**src/rtl/credit_sw_arbiter_pkg.sv**
```systemverilog
// Shared constants, FSM state type and helpers for the credit-based switch arbiter.
package credit_sw_arbiter_pkg;

    localparam int NPORTS = 5;
    localparam int TW     = 3;

    localparam logic [TW-1:0] NONE  = 3'd0;
    localparam logic [TW-1:0] LOCAL = 3'd5;

    typedef enum logic {
        IDLE,
        LOCKED
    } out_state_e;

    // One-hot input vector to 1-based input number; NONE when empty.
    function automatic logic [TW-1:0] onehot_to_idx(input logic [NPORTS-1:0] v);
        logic [TW-1:0] r;
        r = NONE;
        for (int i = NPORTS - 1; i >= 0; i--) begin
            if (v[i]) r = TW'(i + 1);
        end
        return r;
    endfunction

endpackage

```
**src/rtl/credit_sw_arbiter_rr_pick5.sv**
```systemverilog
// Combinational 5-way round-robin picker: searches from the input after ptr (1-based), wrapping.
module rr_pick5
    import credit_sw_arbiter_pkg::*;
(
    input  logic [NPORTS-1:0] req,
    input  logic [TW-1:0]     ptr,
    output logic [NPORTS-1:0] gnt
);

    logic       found;
    logic [2:0] idx;

    // Bit position ptr is the input numbered ptr+1, so the search starts there.
    always_comb begin
        gnt   = '0;
        found = 1'b0;
        idx   = '0;
        for (int off = 0; off < NPORTS; off++) begin
            idx = 3'((int'(ptr) + off) % NPORTS);
            if (!found && req[idx]) begin
                gnt[idx] = 1'b1;
                found    = 1'b1;
            end
        end
    end

endmodule

```
**src/rtl/credit_sw_arbiter.sv**
```systemverilog
// 5x5 wormhole switch allocator with per-output packet locks and credit flow control
// on outputs 1-4; allocation is combinational, state updates on the next edge.
module credit_sw_arbiter
    import credit_sw_arbiter_pkg::*;
#(
    parameter int BUF_DEPTH = 4,
    parameter int CW        = 3
) (
    input  logic                       clk,
    input  logic                       RST,
    input  logic [NPORTS*TW-1:0]       req_targ,
    input  logic [NPORTS-1:0]          req_tail,
    input  logic [NPORTS-2:0]          cred_in,
    output logic [NPORTS-1:0]          grant,
    output logic [NPORTS*TW-1:0]       out_sel,
    output logic [NPORTS-1:0]          out_valid,
    output logic [(NPORTS-1)*CW-1:0]   cred_cnt,
    output logic                       cred_err
);

    localparam int             NCRED = NPORTS - 1;
    localparam logic [CW-1:0]  FULL  = CW'(BUF_DEPTH);

    if (BUF_DEPTH < 1 || BUF_DEPTH > 7 || BUF_DEPTH >= (1 << CW)) begin : g_param_check
        $error("credit_sw_arbiter: BUF_DEPTH must be 1..7 and below 2**CW");
    end

    out_state_e        state     [NPORTS];
    out_state_e        state_nxt [NPORTS];
    logic [TW-1:0]     owner     [NPORTS];
    logic [TW-1:0]     owner_nxt [NPORTS];
    logic [TW-1:0]     rr_ptr    [NPORTS];
    logic [TW-1:0]     rr_ptr_nxt[NPORTS];
    logic [CW-1:0]     cnt       [NCRED];
    logic [CW-1:0]     cnt_nxt   [NCRED];
    logic              err_nxt;

    logic [NPORTS-1:0] credit_ok;
    logic [NPORTS-1:0] elig [NPORTS];
    logic [NPORTS-1:0] pick [NPORTS];
    logic [NPORTS-1:0] win  [NPORTS];

    // The local ejection port never runs out of buffer space.
    always_comb begin
        credit_ok = '1;
        for (int k = 0; k < NCRED; k++) begin
            credit_ok[k] = (cnt[k] != '0);
        end
    end

    always_comb begin
        for (int p = 0; p < NPORTS; p++) begin
            for (int i = 0; i < NPORTS; i++) begin
                elig[p][i] = (req_targ[TW*i +: TW] == TW'(p + 1)) &&
                             (state[p] == IDLE || owner[p] == TW'(i + 1)) &&
                             credit_ok[p];
            end
        end
    end

    for (genvar p = 0; p < NPORTS; p++) begin : g_pick
        rr_pick5 u_pick (
            .req (elig[p]),
            .ptr (rr_ptr[p]),
            .gnt (pick[p])
        );
    end

    // A locked output can only ever have its owner eligible, so no picker is needed there.
    always_comb begin
        for (int p = 0; p < NPORTS; p++) begin
            win[p] = '0;
            if (RST) win[p] = (state[p] == IDLE) ? pick[p] : elig[p];
        end
    end

    always_comb begin
        grant     = '0;
        out_sel   = '0;
        out_valid = '0;
        for (int p = 0; p < NPORTS; p++) begin
            grant                 = grant | win[p];
            out_sel[TW*p +: TW]   = onehot_to_idx(win[p]);
            out_valid[p]          = |win[p];
        end
    end

    always_comb begin
        for (int p = 0; p < NPORTS; p++) begin
            state_nxt[p]  = state[p];
            owner_nxt[p]  = owner[p];
            rr_ptr_nxt[p] = rr_ptr[p];
            if (|win[p]) begin
                if (|(win[p] & req_tail)) begin
                    state_nxt[p]  = IDLE;
                    owner_nxt[p]  = NONE;
                    rr_ptr_nxt[p] = onehot_to_idx(win[p]);
                end else begin
                    state_nxt[p]  = LOCKED;
                    owner_nxt[p]  = onehot_to_idx(win[p]);
                end
            end
        end
    end

    // A return into a full counter is dropped and flagged rather than wrapping.
    always_comb begin
        err_nxt = cred_err;
        for (int k = 0; k < NCRED; k++) begin
            cnt_nxt[k] = cnt[k];
            if (cred_in[k] && !out_valid[k]) begin
                if (cnt[k] == FULL) err_nxt    = 1'b1;
                else                cnt_nxt[k] = cnt[k] + CW'(1);
            end else if (!cred_in[k] && out_valid[k]) begin
                cnt_nxt[k] = cnt[k] - CW'(1);
            end
        end
    end

    always_ff @(posedge clk) begin
        if (!RST) begin
            for (int p = 0; p < NPORTS; p++) begin
                state[p]  <= IDLE;
                owner[p]  <= NONE;
                rr_ptr[p] <= LOCAL;
            end
            for (int k = 0; k < NCRED; k++) begin
                cnt[k] <= FULL;
            end
            cred_err <= 1'b0;
        end else begin
            for (int p = 0; p < NPORTS; p++) begin
                state[p]  <= state_nxt[p];
                owner[p]  <= owner_nxt[p];
                rr_ptr[p] <= rr_ptr_nxt[p];
            end
            for (int k = 0; k < NCRED; k++) begin
                cnt[k] <= cnt_nxt[k];
            end
            cred_err <= err_nxt;
        end
    end

    always_comb begin
        for (int k = 0; k < NCRED; k++) begin
            cred_cnt[CW*k +: CW] = cnt[k];
        end
    end

endmodule

```
**config.mk**
```make
export PLATFORM = sky130hd
export DESIGN_NAME = credit_sw_arbiter
export DESIGN_NICKNAME = d
export VERILOG_FILES = /design/src/rtl/credit_sw_arbiter_pkg.sv /design/src/rtl/credit_sw_arbiter_rr_pick5.sv /design/src/rtl/credit_sw_arbiter.sv
export SDC_FILE = /design/constraint.sdc
export NUM_CORES = 1
export LEC_CHECK = 0
export ABC_AREA = 0
export BUFFER_PORTS_ARGS = -buffer_cell sky130_fd_sc_hd__buf_2
export CAP_MARGIN = 10
export CELL_PAD_IN_SITES_DETAIL_PLACEMENT = 0
export CELL_PAD_IN_SITES_GLOBAL_PLACEMENT = 1
export CORE_ASPECT_RATIO = 1.2
export CORE_UTILIZATION = 52
export CTS_CLUSTER_DIAMETER = 150
export DETAILED_ROUTE_END_ITERATION = 10
export HOLD_SLACK_MARGIN = 0.02
export PLACE_DENSITY_LB_ADDON = 0.1
export SYNTH_ARGS = -nofsm -noshare
export SYNTH_HDL_FRONTEND = slang
export SYNTH_SLANG_ARGS = --single-unit
export TNS_END_PERCENT = 5
```
**constraint.sdc**
```tcl
create_clock -name clk -period 11.7 [get_ports clk]
set_clock_uncertainty 0.1 [all_clocks]
set_input_delay 1.755 -clock clk [delete_from_list [all_inputs] [get_ports clk]]
set_output_delay 1.755 -clock clk [all_outputs]
set_load 0.03 [all_outputs]
```
==> impl_metrics.tcl <==
set metrics [dict create \
    run_status "complete, no violations" \
    top_fanout_value_on_the_critical_path 16 \
    routabilityCongestion 0.9709 \
    whs_endpoint "owner[0][5]" \
    synth-seq-area-share_pct 7.535 \
    dieWidth_um 145.0 \
    tightestPinTransition_ns 1.081 \
    worstRegToRegCells 21 \
    die_y_um 173.6 \
    viasPerCell 6.743 \
    final_antenna_net_count 0 \
    clock_sink_count 48 \
    synth.cell_area_um2 12750 \
    setup_tns_after_final_layout_ns 0 \
    setup.worst_path.start_class "flop" \
    initial_cell_density_of_the_core_pct 53.20 \
    number_of_synthesized_flops_with_an_enable_pin 0 \
    final.min_clock_period_ns 8.675 \
    crit_required_ns 9.85 \
    number_of_antenna_violations_at_the_first_check_in_global_routing 6 \
    ctsLongestPathBuffers 2 \
    clock_slew_seen_by_the_registers_of_the_worst_setup_and_hold_paths_ns 0.07 \
    first_global_vias 12675 \
    post_cts.repair.setup_buffers 0 \
    dpl.hpwl_um 32570 \
    cts_tree "done" \
    final_common_cell "nand2_1" \
    yosysUniqueCellTypes 118 \
    grt_first_pass_wirelength_um 67070 \
    global_route_congestion_overflow_total 0 \
    final_cell_mix "127 x nand2_1, 115 x nor2_1, 112 x inv_1" \
    grt_max_degree 64 \
    nFillCells 2367 \
    nNetsFinal 1898 \
    area_growth_pct 5.317 \
    drcViolationCount 0 \
    rrSetupSlack_ns 4.23 \
    buffer_ports.inserted 63 \
    report.final.hold_viol_count 0 \
    detail_route.iter0.violations 1262 \
    cts-buffers-inserted 5 \
    min_from "owner[0][5]" \
    cap_violations 0 \
    post-route-period-util_pct 74.14 \
    critical_path_arrival_ns 6.82 \
    postSynth.topFlopCell "dfxtp_1" \
    clock_tree.htree_level_count 2 \
    gr-usage-all-layers_pct 32.37 \
    cts_resized 0 \
    timing_max_transition_violations_final 0 \
    holdCritPathClass "flop to flop" \
    worstSetupEndpointType "primary output" \
    r2r_start "rr_ptr[0][3]" \
    timing.fmax_mhz 115.3 \
    ys.warnings.count 0 \
    routed_wire_length_per_instance_um 20.26 \
    syn_nets 1893 \
    setup-violations-final 0 \
    post-route-worst-setup-slack_ns 3.025 \
    postSynthCellCount 1749 \
    pre_cts_slack_ns 3.558 \
    clock_latency_ns 0.31 \
    drt_first_pass_iters 6 \
    rsz0062_at_grt "false" \
    fp.coreArea_um2 23970 \
    design.die.area_um2 25160 \
    std_cell_rows 62 \
    asyncSetResetFlopFracSynth_pct 0 \
    root_buffer "clkbuf_16" \
    synth_seq_cells 48 \
    worstReg2RegEnd "cnt[1][2]" \
    cts-hold-fix-buffers 0 \
    vias 14006 \
    syn_avg_cell_area_um2 7.292 \
    critical_path_type "flop to primary output" \
    hold-path-cell-count 2 \
    design.portCount 64 \
    final_layout_size_suffix_gt1_share_pct 11.51 \
    slew_headroom_pct 26.04 \
    wirelength_um 42080 \
]
==> cell usage after synthesis (all sizes together) (24+ instances only) <==
library cell	instances	area (um2)
o211ai	24	190.2
clkbuf	55	206.5
xnor2	34	305.3
a211oi	25	207.7
or3	28	175.2
mux2i	42	420.4
nor3	76	405.4
o21ai	88	440.4
a31oi	39	265.3
nand4	27	183.9
nand2b	54	337.8
inv	120	455.4
nand3	60	305.3
nor2	115	431.7
nand3b	25	187.7
o21a	26	195.2
a2111oi	31	374.1
nand2	127	476.7
dfxtp	48	960.9
a21oi	107	558.0
ha	111	1389
==> layout make-up <==
| type | instances | area [um2] | share of cell area (%) |
|---|---|---|---|
| diodes | 2 | 5.005 | 0.03726 |
| inverters | 120 | 455.4 | 3.391 |
| repair buffers | 75 | 401.6 | 2.990 |
| clock inverters | 1 | 30.03 | 0.2236 |
| well taps | 320 | 400.4 | 2.981 |
| flip-flops and latches | 48 | 960.9 | 7.154 |
| clock buffers | 7 | 152.6 | 1.136 |
| multi-input cells | 1504 | 11030 | 82.09 |
==> per-layer routing <==
metal / part of all wire [%] / global-route usage (%) / vias to the layer above / wire, um
met5: 0.14 / 0 / - / 57
met4: 3.8 / 13.08 / 10 / 1599
met3: 6.0 / 4.553 / 107 / 2539
met1: 46 / 43.32 / 6602 / 19180
met2: 44 / 52.00 / 508 / 18700
li1: - / - / 6779 / -
==> flip-flops by register name, summed over array words and instances, names as in the netlist <==
name / cells
cnt: 12
cred_err: 1
owner: 15
rr_ptr: 15
state: 5
==> per-stage QoR <==
stage | cells | hold WS [ns] | cell area (um2) | util (%)
after global routing | 2075 | 0.4486 | 13430 | 56.01
after floorplan | 1749 | 0.3646 | 12750 | -
after global placement | 2066 | 0.3949 | 13240 | 55.24
final | 2077 | 0.4234 | 13430 | 56.03
after CTS | 2075 | 0.4198 | 13430 | 56.01
after detailed placement | 2067 | 0.4084 | 13240 | 55.25
==> how the worst max path moves through the flow <==
stage                       startpoint      endpoint  slack, ns  depth (start not counted)
final                     rr_ptr[0][7]  out_valid[2]       3.03                         19
after floorplan           rr_ptr[0][6]  out_valid[2]       3.84                         25
after global placement    rr_ptr[0][3]  out_valid[1]       3.63                         19
after global routing      rr_ptr[0][7]  out_valid[2]       2.46                         19
after CTS                 rr_ptr[0][7]  out_valid[2]       3.20                         21
after detailed placement  rr_ptr[0][7]  out_valid[2]       3.56                         21
==> cells by family (layout without fill, tap and decap cells) <==
| logic type | Yosys count | in the layout | synth area share (%) |
|---|---|---|---|
| other | 0 | 2 | 0 |
| multiplexers | 65 | 65 | 5.651 |
| AO/OA/AOI/OAI | 613 | 613 | 37.30 |
| XOR/XNOR | 39 | 39 | 2.973 |
| buffers and inverters | 197 | 203 | 6.053 |
| AND/OR/NAND/NOR | 669 | 669 | 28.50 |
| adder cells (fa/ha/maj) | 118 | 118 | 11.99 |
| flip-flops | 48 | 48 | 7.535 |
==> worst max-delay path, cell delays in order (launching register included) <==
cell	delay [ns]
dfxtp_1	0.55
inv_1	0.31
ha_1	0.45
xnor2_1	0.34
inv_1	0.16
ha_1	0.25
nor2_1	0.13
a21oi_1	0.10
xnor2_1	0.37
inv_1	0.20
ha_1	0.26
a21oi_1	0.61
nor2_1	0.11
o311ai_1	0.61
a2111oi_0	0.23
o32ai_1	0.50
nor2_1	0.13
nor3_2	0.73
inv_1	0.22
buf_2	0.24
Power is not shown: default switching activity piles up to over one toggle a cycle in this logic, so the estimate is an artifact.
